[config.mk]
export PLATFORM = sky130hd
export DESIGN_NAME = spi_shift_flat
export DESIGN_NICKNAME = d
export VERILOG_FILES = /design/src/rtl/spi_shift_if.sv /design/src/rtl/spi_shift.sv /design/src/flat_wrapper.sv
export SDC_FILE = /design/constraint.sdc
export NUM_CORES = 1
export LEC_CHECK = 0
export CORE_MARGIN = 2
export CORE_UTILIZATION = 35
export CTS_CLUSTER_DIAMETER = 30
export DETAILED_ROUTE_END_ITERATION = 6
export SLEW_MARGIN = 20
export SYNTH_ARGS = -nofsm -noshare
export SYNTH_HDL_FRONTEND = slang
export SYNTH_SLANG_ARGS = --single-unit
export TNS_END_PERCENT = 1
[constraint.sdc]
create_clock -name i_clk -period 3.4 [get_ports i_clk]
set_clock_uncertainty 0.05 [all_clocks]
set_input_delay 0.68 -clock i_clk [delete_from_list [all_inputs] [get_ports i_clk]]
set_output_delay 0.68 -clock i_clk [all_outputs]
set_load 0.05 [all_outputs]
[src/rtl/spi_shift_if.sv]
// Parallel/serial bus of the SPI shift engine: host config, clock-generator strobes,
// serial lines and transfer status, grouped for the engine (slave) and its driver (master).
interface spi_shift_if #(
    parameter int unsigned P_MAX_CHAR = 32,
    parameter int unsigned P_LEN_BITS = 5
);
    logic                  i_go;
    logic [P_LEN_BITS-1:0] i_len;
    logic                  i_lsb_first;
    logic                  i_tx_negedge;
    logic                  i_rx_negedge;
    logic [P_MAX_CHAR-1:0] i_tx_data;
    logic                  i_pos_edge;
    logic                  i_neg_edge;
    logic                  i_miso;
    logic                  o_mosi;
    logic                  o_tip;
    logic                  o_last;
    logic                  o_done;
    logic [P_MAX_CHAR-1:0] o_rx_data;

    modport master (
        output i_go, i_len, i_lsb_first, i_tx_negedge, i_rx_negedge, i_tx_data,
               i_pos_edge, i_neg_edge, i_miso,
        input  o_mosi, o_tip, o_last, o_done, o_rx_data
    );

    modport slave (
        input  i_go, i_len, i_lsb_first, i_tx_negedge, i_rx_negedge, i_tx_data,
               i_pos_edge, i_neg_edge, i_miso,
        output o_mosi, o_tip, o_last, o_done, o_rx_data
    );
endinterface

[src/rtl/spi_shift.sv]
// SPI data shift engine: serialises a latched transmit word onto MOSI and assembles MISO
// into a receive word, stepping on the clock generator's edge strobes.
module spi_shift #(
    parameter int unsigned P_MAX_CHAR = 32,
    parameter int unsigned P_LEN_BITS = 5
) (
    input  logic       i_clk,
    input  logic       i_rst,
    spi_shift_if.slave bus
);
    // One extra counter bit so a full P_MAX_CHAR-bit character does not wrap.
    localparam int unsigned CW = P_LEN_BITS + 1;
    localparam logic [CW-1:0] CNT_ONE  = CW'(1);
    localparam logic [CW-1:0] CNT_FULL = CW'(P_MAX_CHAR);

    typedef enum logic {
        ST_IDLE,
        ST_BUSY
    } state_t;

    state_t state_q, state_d;

    logic [P_MAX_CHAR-1:0] tx_word_q;
    logic [P_MAX_CHAR-1:0] rx_word_q;
    logic [CW-1:0]         len_q;
    logic [CW-1:0]         kt_q;
    logic [CW-1:0]         kr_q;
    logic                  lsb_first_q;
    logic                  tx_neg_q;
    logic                  rx_neg_q;
    logic                  mosi_q;
    logic                  done_q;

    logic                  busy;
    logic                  go_ok;
    logic                  tx_fire;
    logic                  rx_fire;
    logic                  rx_final;
    logic [CW-1:0]         len_in;
    logic [CW-1:0]         len_m1;
    logic [P_LEN_BITS-1:0] tx_idx;
    logic [P_LEN_BITS-1:0] rx_idx;

    always_comb begin
        busy     = (state_q == ST_BUSY);
        go_ok    = !busy && bus.i_go;
        len_in   = (bus.i_len == '0) ? CNT_FULL : {1'b0, bus.i_len};
        len_m1   = len_q - CNT_ONE;
        tx_fire  = busy && (tx_neg_q ? bus.i_neg_edge : bus.i_pos_edge) && (kt_q < len_q);
        rx_fire  = busy && (rx_neg_q ? bus.i_neg_edge : bus.i_pos_edge) && (kr_q < len_q);
        rx_final = rx_fire && (kr_q == len_m1);
    end

    // Counters are below N whenever they are used as an index, so modular
    // arithmetic on the low bits gives N-1-k exactly.
    always_comb begin
        tx_idx = lsb_first_q ? kt_q[P_LEN_BITS-1:0]
                             : (len_m1[P_LEN_BITS-1:0] - kt_q[P_LEN_BITS-1:0]);
        rx_idx = lsb_first_q ? kr_q[P_LEN_BITS-1:0]
                             : (len_m1[P_LEN_BITS-1:0] - kr_q[P_LEN_BITS-1:0]);
    end

    always_ff @(posedge i_clk or posedge i_rst) begin
        if (i_rst) begin
            state_q <= ST_IDLE;
        end else begin
            state_q <= state_d;
        end
    end

    always_comb begin
        state_d = state_q;
        case (state_q)
            ST_IDLE: if (bus.i_go) state_d = ST_BUSY;
            ST_BUSY: if (rx_final) state_d = ST_IDLE;
            default: state_d = ST_IDLE;
        endcase
    end

    always_ff @(posedge i_clk or posedge i_rst) begin
        if (i_rst) begin
            tx_word_q   <= '0;
            rx_word_q   <= '0;
            len_q       <= '0;
            kt_q        <= '0;
            kr_q        <= '0;
            lsb_first_q <= 1'b0;
            tx_neg_q    <= 1'b0;
            rx_neg_q    <= 1'b0;
            mosi_q      <= 1'b0;
            done_q      <= 1'b0;
        end else begin
            done_q <= rx_final;
            if (go_ok) begin
                tx_word_q   <= bus.i_tx_data;
                len_q       <= len_in;
                lsb_first_q <= bus.i_lsb_first;
                tx_neg_q    <= bus.i_tx_negedge;
                rx_neg_q    <= bus.i_rx_negedge;
                kt_q        <= '0;
                kr_q        <= '0;
                rx_word_q   <= '0;
            end else begin
                if (tx_fire) begin
                    mosi_q <= tx_word_q[tx_idx];
                    kt_q   <= kt_q + CNT_ONE;
                end
                if (rx_fire) begin
                    rx_word_q[rx_idx] <= bus.i_miso;
                    kr_q              <= kr_q + CNT_ONE;
                end
            end
        end
    end

    always_comb begin
        bus.o_mosi    = mosi_q;
        bus.o_tip     = busy;
        bus.o_last    = busy && (kr_q == len_m1);
        bus.o_done    = done_q;
        bus.o_rx_data = rx_word_q;
    end
endmodule

[src/flat_wrapper.sv]
// flat-port wrapper written by rule: the top's interface ports become plain ports
module spi_shift_flat 
#(
    parameter int unsigned P_MAX_CHAR = 32,
    parameter int unsigned P_LEN_BITS = 5
)
  (i_clk, i_rst, bus_i_go, bus_i_len, bus_i_lsb_first, bus_i_tx_negedge, bus_i_rx_negedge, bus_i_tx_data, bus_i_pos_edge, bus_i_neg_edge, bus_i_miso, bus_o_mosi, bus_o_tip, bus_o_last, bus_o_done, bus_o_rx_data);
  spi_shift_if #(.P_MAX_CHAR(P_MAX_CHAR), .P_LEN_BITS(P_LEN_BITS)) bus_i ();
  input  logic i_clk;
  input  logic i_rst;
  input wire logic [$bits(bus_i.i_go)-1:0] bus_i_go;
  input wire logic [$bits(bus_i.i_len)-1:0] bus_i_len;
  input wire logic [$bits(bus_i.i_lsb_first)-1:0] bus_i_lsb_first;
  input wire logic [$bits(bus_i.i_tx_negedge)-1:0] bus_i_tx_negedge;
  input wire logic [$bits(bus_i.i_rx_negedge)-1:0] bus_i_rx_negedge;
  input wire logic [$bits(bus_i.i_tx_data)-1:0] bus_i_tx_data;
  input wire logic [$bits(bus_i.i_pos_edge)-1:0] bus_i_pos_edge;
  input wire logic [$bits(bus_i.i_neg_edge)-1:0] bus_i_neg_edge;
  input wire logic [$bits(bus_i.i_miso)-1:0] bus_i_miso;
  output wire logic [$bits(bus_i.o_mosi)-1:0] bus_o_mosi;
  output wire logic [$bits(bus_i.o_tip)-1:0] bus_o_tip;
  output wire logic [$bits(bus_i.o_last)-1:0] bus_o_last;
  output wire logic [$bits(bus_i.o_done)-1:0] bus_o_done;
  output wire logic [$bits(bus_i.o_rx_data)-1:0] bus_o_rx_data;
  assign bus_i.i_go = bus_i_go;
  assign bus_i.i_len = bus_i_len;
  assign bus_i.i_lsb_first = bus_i_lsb_first;
  assign bus_i.i_tx_negedge = bus_i_tx_negedge;
  assign bus_i.i_rx_negedge = bus_i_rx_negedge;
  assign bus_i.i_tx_data = bus_i_tx_data;
  assign bus_i.i_pos_edge = bus_i_pos_edge;
  assign bus_i.i_neg_edge = bus_i_neg_edge;
  assign bus_i.i_miso = bus_i_miso;
  assign bus_o_mosi = bus_i.o_mosi;
  assign bus_o_tip = bus_i.o_tip;
  assign bus_o_last = bus_i.o_last;
  assign bus_o_done = bus_i.o_done;
  assign bus_o_rx_data = bus_i.o_rx_data;
  spi_shift #(.P_MAX_CHAR(P_MAX_CHAR), .P_LEN_BITS(P_LEN_BITS)) u_core (.i_clk(i_clk), .i_rst(i_rst), .bus(bus_i));
endmodule
==> impl_metrics.json, run 1 <==
{
  "detail_route.drc_violations": 0,
  "syn_to_final_growth_pct": 29.91,
  "p_per_area_nw_per_um2": 1203,
  "grt_max_degree": 56,
  "cts_tree": "built",
  "outcome": "completed",
  "io_pins": 82,
  "avgRoutedWirePerCell_microns": 15.29,
  "min_period_over_period_pct": 94.94,
  "hpwl_mm": 8.735,
  "fin_hold_ws_ns": 0.4219,
  "worst-path-max-fanout": 6,
  "synthesis.area_sq_um": 4840,
  "hold_viol": 0,
  "grt-ovfl-total": 0,
  "endpoint": "bus_o_last",
  "post_cts_buffers": 0,
  "n_antenna_cell": 0,
  "setup_violations": 0,
  "synth_ff_type": "dfrtp_1",
  "synth_cell_types": 43,
  "grt_usage_pct": 17.55,
  "grt_pass1_vias": 4046,
  "fin_util_pct": 47.10,
  "finalPower_uw": 7564,
  "core_sq_um": 13350,
  "r2r-start": "u_core.len_q[0]",
  "htreeDepth": 3,
  "final_cell_mix": "nand2_1 (178), dfrtp_1 (88), clkdlybuf4s50_1 (80)",
  "drv_cap": 0,
  "gp_congestion": 0.9101,
  "async_flop_share_pct": 100.0,
  "avgSynthCellArea_sq_um": 9.379,
  "synth_seq_cells": 88,
  "busiest_layer": "met2",
  "synth_edf_count": 0,
  "syn-instance-count": 516,
  "numPortBuffers": 81,
  "synthesis.nets": 587,
  "cts.sinks": 88,
  "cp-start-kind": "flop",
  "worstReg2RegEnd": "u_core.bus.o_rx_data[29]",
  "cp_num_cells": 8,
  "r2r_cells": 13,
  "crit_buf_inv": 2,
  "peakVddDrop_mv": 0.4391,
  "hold_buffers": 0,
  "maxSlewViolCount": 0,
  "first_pass_iters": 4,
  "ys_seq_area_share_pct": 45.50,
  "worst-setup-path-type": "reg -> out",
  "antenna_found_initial": 0,
  "die_w_microns": 121.6,
  "grtUsageMet3_pct": 3.418,
  "fmax_ghz": 0.3098,
  "die_height_microns": 121.6,
  "worst_pin_slew_ns": 0.6518,
  "cpMaxStageDelayCell": "xnor2_1",
  "worstPathArrival_ns": 2.50,
  "min-delay-path-class": "reg -> reg",
  "endpoint_kind": "output pin",
  "drtAntennaViolNets": 0,
  "min_period_ns": 3.228,
  "met2_usage_pct": 27.95,
  "worstPathCellList": "inv_1, ha_1, nor3b_2, xnor2_1, xor2_1, nand4b_1, nor2_1, buf_4",
  "met1_usage_pct": 23.74,
  "dr_total_vias": 3863,
  "wl_mm": 11.95,
  "startpoint": "u_core.len_q[0]",
  "filler_cell_count": 1306,
  "cts.repair.resized": 0,
  "final_common_cell": "nand2_1",
  "path_clk_slew_ns": 0.06,
  "worst-r2r-setup-slack_ns": 0.29,
  "required_ns": 2.67,
  "slew_headroom_pct": 56.23,
  "synth_warnings": 0,
  "row_count": 42,
  "p_leak_uw": 0.003015,
  "clk_path_buf_depth": 2,
  "dr.first_iter.drc_count": 198,
  "cpPeakStageDelay_ns": 0.53,
  "grt_first_pass_wirelength_mm": 20.22,
  "cts_buffers": 9,
  "rsz0062_at_grt": "yes",
  "nets": 672,
  "clk_latency_ns": 0.35,
  "die_area_sq_um": 14780,
  "vias_per_cell": 4.940,
  "start_util_pct": 36.26,
  "layout-drive-gt1-share_pct": 8.086,
  "path_delay_family": "XOR/XNOR gates",
  "cts-root-buf": "clkbuf_16"
}
[synth_stat cells (2+ instances only)]
cell type,instances,area [sq um]
mux4_1,3,78.83
clkbuf_1,20,75.07
xor2_1,5,43.79
o211ai_1,6,45.04
a2111oi_0,3,26.28
a21oi_1,5,25.02
mux2i_1,38,380.4
nand3_1,10,50.05
nor2_1,28,105.1
o31ai_2,2,25.02
nor3_1,10,50.05
inv_1,21,78.83
mux4_2,5,112.6
nand2_1,179,671.9
nand2b_1,2,12.51
nor3b_1,3,22.52
dfrtp_1,88,2202
a31oi_1,3,18.77
o31ai_1,5,37.54
o21ai_0,10,50.05
xnor2_1,9,78.83
a21o_1,2,15.01
ha_1,23,287.8
fa_1,2,40.04
nor2b_1,9,56.30
nor3_4,3,48.80
o21a_1,6,45.04
[sequential cells by signal, indices dropped and copies added (netlist names)]
register / flops
u_core.len_q: 6
u_core.bus.o_mosi: 1
u_core.bus.o_done: 1
u_core.lsb_first_q: 1
u_core.rx_neg_q: 1
u_core.kt_q: 6
u_core.tx_neg_q: 1
u_core.bus.o_rx_data: 32
u_core.tx_word_q: 32
u_core.kr_q: 6
u_core.bus.o_tip: 1
[tightest hold or removal path: stages (launching register included)]
cell and delay (ns):
dfrtp_1 0.34, nand2_1 0.05, nand2_1 0.06
[layer usage]
layer	part of all wire, %	up-vias
met5	0	-
li1	-	1893
met4	1.9	0
met1	48	1888
met2	47	68
met3	3.3	14
[per-stage QoR]
stage                     cells  worst slack (ns)  setup TNS (ns)  cell area, sq um
after floorplan             516            0.3744               0              4840
after global placement      766            0.4312               0              5927
after detailed placement    766            0.2920               0              5927
after CTS                   782            0.2646               0              6282
after global routing        782          -0.01848        -0.01848              6287
final                       782            0.1720               0              6287
[report_power, final]
part           internal (uW)  leakage [uW]  switching (uW)
Clock                    761      0.000173             417
Combinational           1880       0.00170            2640
Sequential              1480       0.00114             384
[cells by family after synthesis]
| group | share of synthesized area (%) |
|---|---|
| flops | 45.50 |
| simple gates | 22.08 |
| xor+xnor | 3.103 |
| buf+inv | 3.490 |
| fa+ha+maj | 6.774 |
| compound gates | 6.954 |
| mux | 12.10 |
[worst min-delay path by stage]
stage	startpoint	depth (start not counted)	slack, ns	endpoint
finish	u_core.tx_word_q[11]	2	0.42	u_core.tx_word_q[11]
floorplan	u_core.tx_word_q[16]	2	0.39	u_core.tx_word_q[16]
CTS	u_core.tx_word_q[11]	2	0.42	u_core.tx_word_q[11]
global route	u_core.tx_word_q[11]	2	0.44	u_core.tx_word_q[11]
global placement	u_core.tx_word_q[23]	2	0.40	u_core.tx_word_q[23]
detailed placement	u_core.tx_word_q[11]	2	0.41	u_core.tx_word_q[11]
[area by class of cell]
type	instances	area [sq um]	area share, %
Multi-Input combinational cell	385	2484	39.50
Tap cell	176	220.2	3.502
Clock inverter	4	98.84	1.572
Sequential cell	88	2202	35.02
Inverter	21	80.08	1.274
Timing Repair Buffer	96	945.9	15.04
Clock buffer	12	256.5	4.080
No activity file was read; power rests on OpenSTA's default activity.
==> run 2: changes to the inputs <==
--- a/config.mk
+++ b/config.mk
@@ -5,10 +5,10 @@
 export SDC_FILE = /design/constraint.sdc
 export NUM_CORES = 1
 export LEC_CHECK = 0
-export CORE_MARGIN = 2
 export CORE_UTILIZATION = 35
 export CTS_CLUSTER_DIAMETER = 30
 export DETAILED_ROUTE_END_ITERATION = 6
+export SETUP_SLACK_MARGIN = 0.05
 export SLEW_MARGIN = 20
 export SYNTH_ARGS = -nofsm -noshare
 export SYNTH_HDL_FRONTEND = slang
==> impl_metrics.json, run 2 (synthesized netlist as in run 1, its figures left out) <==
{
  "outcome": "completed",
  "required_ns": 2.67,
  "dr.first_iter.drc_count": 171,
  "cp_num_cells": 7,
  "worstPathArrival_ns": 2.43,
  "min_period_over_period_pct": 93.06,
  "cts_tree": "built",
  "path_delay_family": "simple AND/OR/NAND/NOR gates",
  "drtAntennaViolNets": 0,
  "maxSlewViolCount": 0,
  "worst-path-max-fanout": 6,
  "htreeDepth": 3,
  "detail_route.drc_violations": 0,
  "regArea_sq_um": 2202,
  "worstPathCellList": "nor3_1, xnor2_1, ha_1, and4b_1, nand4b_1, nor2_1, buf_4",
  "layout-drive-gt1-share_pct": 7.285,
  "crit_buf_inv": 1,
  "grt_usage_pct": 17.97,
  "post_cts_buffers": 0,
  "multi_input_area_sq_um": 2487,
  "final_common_cell": "nand2_1",
  "grt_pass1_vias": 3978,
  "cpPeakStageDelay_ns": 0.46,
  "wl_mm": 11.78,
  "antenna_found_initial": 0,
  "cp-start-kind": "flop",
  "fmax_ghz": 0.3161,
  "drv_cap": 0,
  "syn_to_final_growth_pct": 28.28,
  "grt-ovfl-total": 0,
  "endpoint_kind": "output pin",
  "gp_congestion": 0.8609,
  "first_pass_iters": 4,
  "final_cell_mix": "nand2_1 (178), dfrtp_1 (88), clkdlybuf4s50_1 (80)",
  "r2r_cells": 12,
  "cts.sinks": 88,
  "setup_slack_ns": 0.2360,
  "die_area_sq_um": 14300,
  "stdcell_count": 780,
  "hold_viol": 0,
  "die_w_microns": 119.6,
  "fin_setup_tns_ns": 0,
  "numPortBuffers": 81,
  "filler_cell_count": 1295,
  "core_sq_um": 13350,
  "min_path_cells": 2,
  "setup_violations": 0,
  "die_height_microns": 119.6,
  "nets": 671,
  "row_count": 42,
  "cts_buffers": 9,
  "worst-setup-path-type": "reg -> out",
  "grt_first_pass_wirelength_mm": 19.95,
  "n_antenna_cell": 0,
  "place_ws_ns": 0.2989,
  "avgRoutedWirePerCell_microns": 15.11,
  "io_pins": 82,
  "clk_latency_ns": 0.35,
  "dr_total_vias": 3807,
  "min-delay-path-class": "reg -> reg",
  "cpMaxStageDelayCell": "dfrtp_1",
  "hpwl_mm": 8.497,
  "rsz0062_at_grt": "no",
  "slew_headroom_pct": 42.97,
  "fin_hold_ws_ns": 0.4209,
  "path_clk_slew_ns": 0.07,
  "p_per_area_nw_per_um2": 1184,
  "clk_path_buf_depth": 2,
  "min_period_ns": 3.164,
  "dp.cells": 765,
  "vias_per_cell": 4.881,
  "grt_max_degree": 73,
  "worst_pin_slew_ns": 0.8544,
  "cts-root-buf": "clkbuf_16",
  "fin_util_pct": 46.51,
  "peakVddDrop_mv": 0.5166,
  "p_leak_uw": 0.002978,
  "start_util_pct": 36.26
}
-- run 2: metal layers --
metal	vias to the layer above	global-route usage (%)	routed length, microns	part of all wire [%]
met3	14	3.137	462	3.9
li1	1889	-	-	-
met5	-	0	0	0
met4	0	7.031	203	1.7
met1	1826	24.98	5740	49
met2	78	27.82	5377	46
-- run 2: path summary, 6_finish.rpt --
kind                                      start                       end  slack, ns
min reg2reg                u_core.tx_word_q[29]      u_core.tx_word_q[29]       0.42
min in group asynchronous                 i_rst      u_core.tx_word_q[21]       0.76
min                        u_core.tx_word_q[29]      u_core.tx_word_q[29]       0.42
max in group asynchronous                 i_rst  u_core.bus.o_rx_data[11]       1.84
max                             u_core.len_q[0]                bus_o_last       0.24
max reg2reg                     u_core.len_q[0]   u_core.bus.o_rx_data[0]       0.31
-- run 2: layout make-up --
type | count | share of cell area, %
clock buffers | 12 | 3.809
clock inverters | 3 | 0.7054
inverters | 21 | 1.290
multi-input cells | 385 | 40.06
flip-flops and latches | 88 | 35.47
well taps | 176 | 3.547
repair buffers | 95 | 15.11
-- run 2: through the flow --
stage	area (sq um)	power, uW
after floorplan	4840	5110
after global placement	5919	6278
after detailed placement	5919	6378
after CTS	6200	7386
after global routing	6208	7953
final	6208	7349
-- run 2: power by group --
group          internal, uW  leakage (uW)  total, uW  switching [uW]
combinational          1880       0.00170       4520            2640
sequential             1480       0.00114       1860             371
clock                   567      0.000137        972             406
-- run 2: tightest hold or removal path: stages, from the launching register on --
cell and delay (ns):
dfrtp_1 0.33, nand2_1 0.05, nand2_1 0.06
-- run 2: what timing repair did --
item / 4_1_cts / 5_1_grt
gates resized for setup: 0 / 1
endpoints found under the setup margin: 0 / 1
hold buffers: 0 / 0
endpoints found under the hold margin: 0 / 0
==> run 3: changes to the inputs <==
--- a/config.mk
+++ b/config.mk
@@ -5,6 +5,7 @@
 export SDC_FILE = /design/constraint.sdc
 export NUM_CORES = 1
 export LEC_CHECK = 0
+export CORE_MARGIN = 2
 export CORE_UTILIZATION = 35
 export CTS_CLUSTER_DIAMETER = 30
 export DETAILED_ROUTE_END_ITERATION = 6
==> impl_metrics.json, run 3 (synthesized netlist as in run 1, its figures left out) <==
{
  "outcome": "completed",
  "path_clk_slew_ns": 0.06,
  "wl_mm": 11.97,
  "cpPeakStageDelay_ns": 0.46,
  "worst-setup-path-type": "reg -> out",
  "clk_path_buf_depth": 2,
  "worst-r2r-setup-slack_ns": 0.29,
  "clk_latency_ns": 0.35,
  "syn_to_final_growth_pct": 30.07,
  "setup_violations": 0,
  "antenna_found_initial": 0,
  "dr.first_iter.drc_count": 205,
  "dp.cells": 766,
  "cts.sinks": 88,
  "fin_hold_ws_ns": 0.4219,
  "fmax_ghz": 0.3215,
  "htreeDepth": 3,
  "worst_pin_slew_ns": 0.6109,
  "numPortBuffers": 81,
  "cts.repair.resized": 0,
  "stdcell_count": 782,
  "layout-drive-gt1-share_pct": 8.251,
  "placed_area_sq_um": 5927,
  "worstPathCellList": "nor3_1, xnor2_1, ha_1, and4b_1, nand4b_1, nor2_1, buf_4",
  "grt_usage_pct": 17.55,
  "min_period_ns": 3.111,
  "cp-start-kind": "flop",
  "grt_first_pass_wirelength_mm": 20.22,
  "cpMaxStageDelayCell": "dfrtp_1",
  "hold_buffers": 0,
  "drtAntennaViolNets": 0,
  "grt_pass1_vias": 4046,
  "die_area_sq_um": 14780,
  "worstPathArrival_ns": 2.38,
  "peakVddDrop_mv": 0.4395,
  "maxSlewViolCount": 0,
  "cts_tree": "built",
  "dr_total_vias": 3872,
  "post_cts_buffers": 0,
  "finalInstanceArea_sq_um": 6295,
  "grt_max_degree": 56,
  "core_sq_um": 13350,
  "p_leak_uw": 0.003019,
  "nets": 672,
  "gp_congestion": 0.9101,
  "io_pins": 82,
  "endpoint_kind": "output pin",
  "cts-root-buf": "clkbuf_16",
  "start_util_pct": 36.26,
  "vias_per_cell": 4.951,
  "grt-ovfl-total": 0,
  "p_per_area_nw_per_um2": 1203,
  "min-delay-path-class": "reg -> reg",
  "final_common_cell": "nand2_1",
  "rsz0062_at_grt": "yes",
  "min_period_over_period_pct": 91.49,
  "die_w_microns": 121.6,
  "cts_buffers": 9,
  "die_height_microns": 121.6,
  "final_cell_mix": "nand2_1 (178), dfrtp_1 (88), clkdlybuf4s50_1 (80)",
  "row_count": 42,
  "required_ns": 2.67,
  "hold_viol": 0,
  "n_antenna_cell": 0,
  "detail_route.drc_violations": 0,
  "hpwl_mm": 8.735,
  "slew_headroom_pct": 59.23,
  "drv_cap": 0,
  "avgRoutedWirePerCell_microns": 15.31,
  "first_pass_iters": 4,
  "worst-path-max-fanout": 6,
  "filler_cell_count": 1302
}
==> run 3: path summary, 6_finish.rpt <==
| path | startpoint | end | depth (start not counted) |
|---|---|---|---|
| min in group asynchronous | i_rst | u_core.tx_word_q[16] | 2 |
| worst max-delay path | u_core.len_q[0] | bus_o_last | 7 |
| worst min-delay path | u_core.tx_word_q[11] | u_core.tx_word_q[11] | 2 |
| max in group asynchronous | i_rst | u_core.kt_q[2] | 3 |
| worst max register to register | u_core.len_q[0] | u_core.bus.o_rx_data[29] | 13 |
| worst min register to register | u_core.tx_word_q[11] | u_core.tx_word_q[11] | 2 |
==> run 3: cell type report <==
cell class | count | area, sq um | share of cell area (%)
well taps | 176 | 220.2 | 3.498
flip-flops and latches | 88 | 2202 | 34.98
multi-input cells | 385 | 2491 | 39.57
inverters | 21 | 80.08 | 1.272
clock inverters | 4 | 98.84 | 1.570
repair buffers | 96 | 945.9 | 15.03
clock buffers | 12 | 256.5 | 4.075
==> run 3: power breakdown <==
part	internal [uW]	switching (uW)	total (uW)	leakage [uW]
Sequential	1480	386	1870	0.00114
Clock	761	417	1180	0.000173
Combinational	1880	2640	4530	0.00171
Total	4130	3450	7570	0.00302
==> run 3: layer usage <==
layer  track usage, %  wire [microns]  share of wire (%)  up-vias
met5                0               0                  0        -
met4            6.825             249                2.1        0
met3            3.418             415                3.5       16
met2            27.95            5608                 47       67
met1            23.74            5696                 48     1894
li1                 -               -                  -     1895
==> run 3: worst max-delay path, delay by kind of cell (launching register included) <==
family | cells | cell delay [ns]
xor gates and xnor gates | 1 | 0.16
buffers and inverters | 1 | 0.21
adders and majority gates | 1 | 0.35
DFF | 1 | 0.46
and+or+nand+nor | 4 | 0.86
==> run 3: per-stage QoR <==
step	power (uW)	util (%)	setup WS [ns]	setup TNS [ns]
finish	7575	47.16	0.2893	0
global placement	6283	44.40	0.4312	0
floorplan	5110	-	0.3744	0
detailed placement	6395	44.40	0.2920	0
CTS	7610	47.07	0.2646	0
global route	8179	47.16	-0.01848	-0.01848
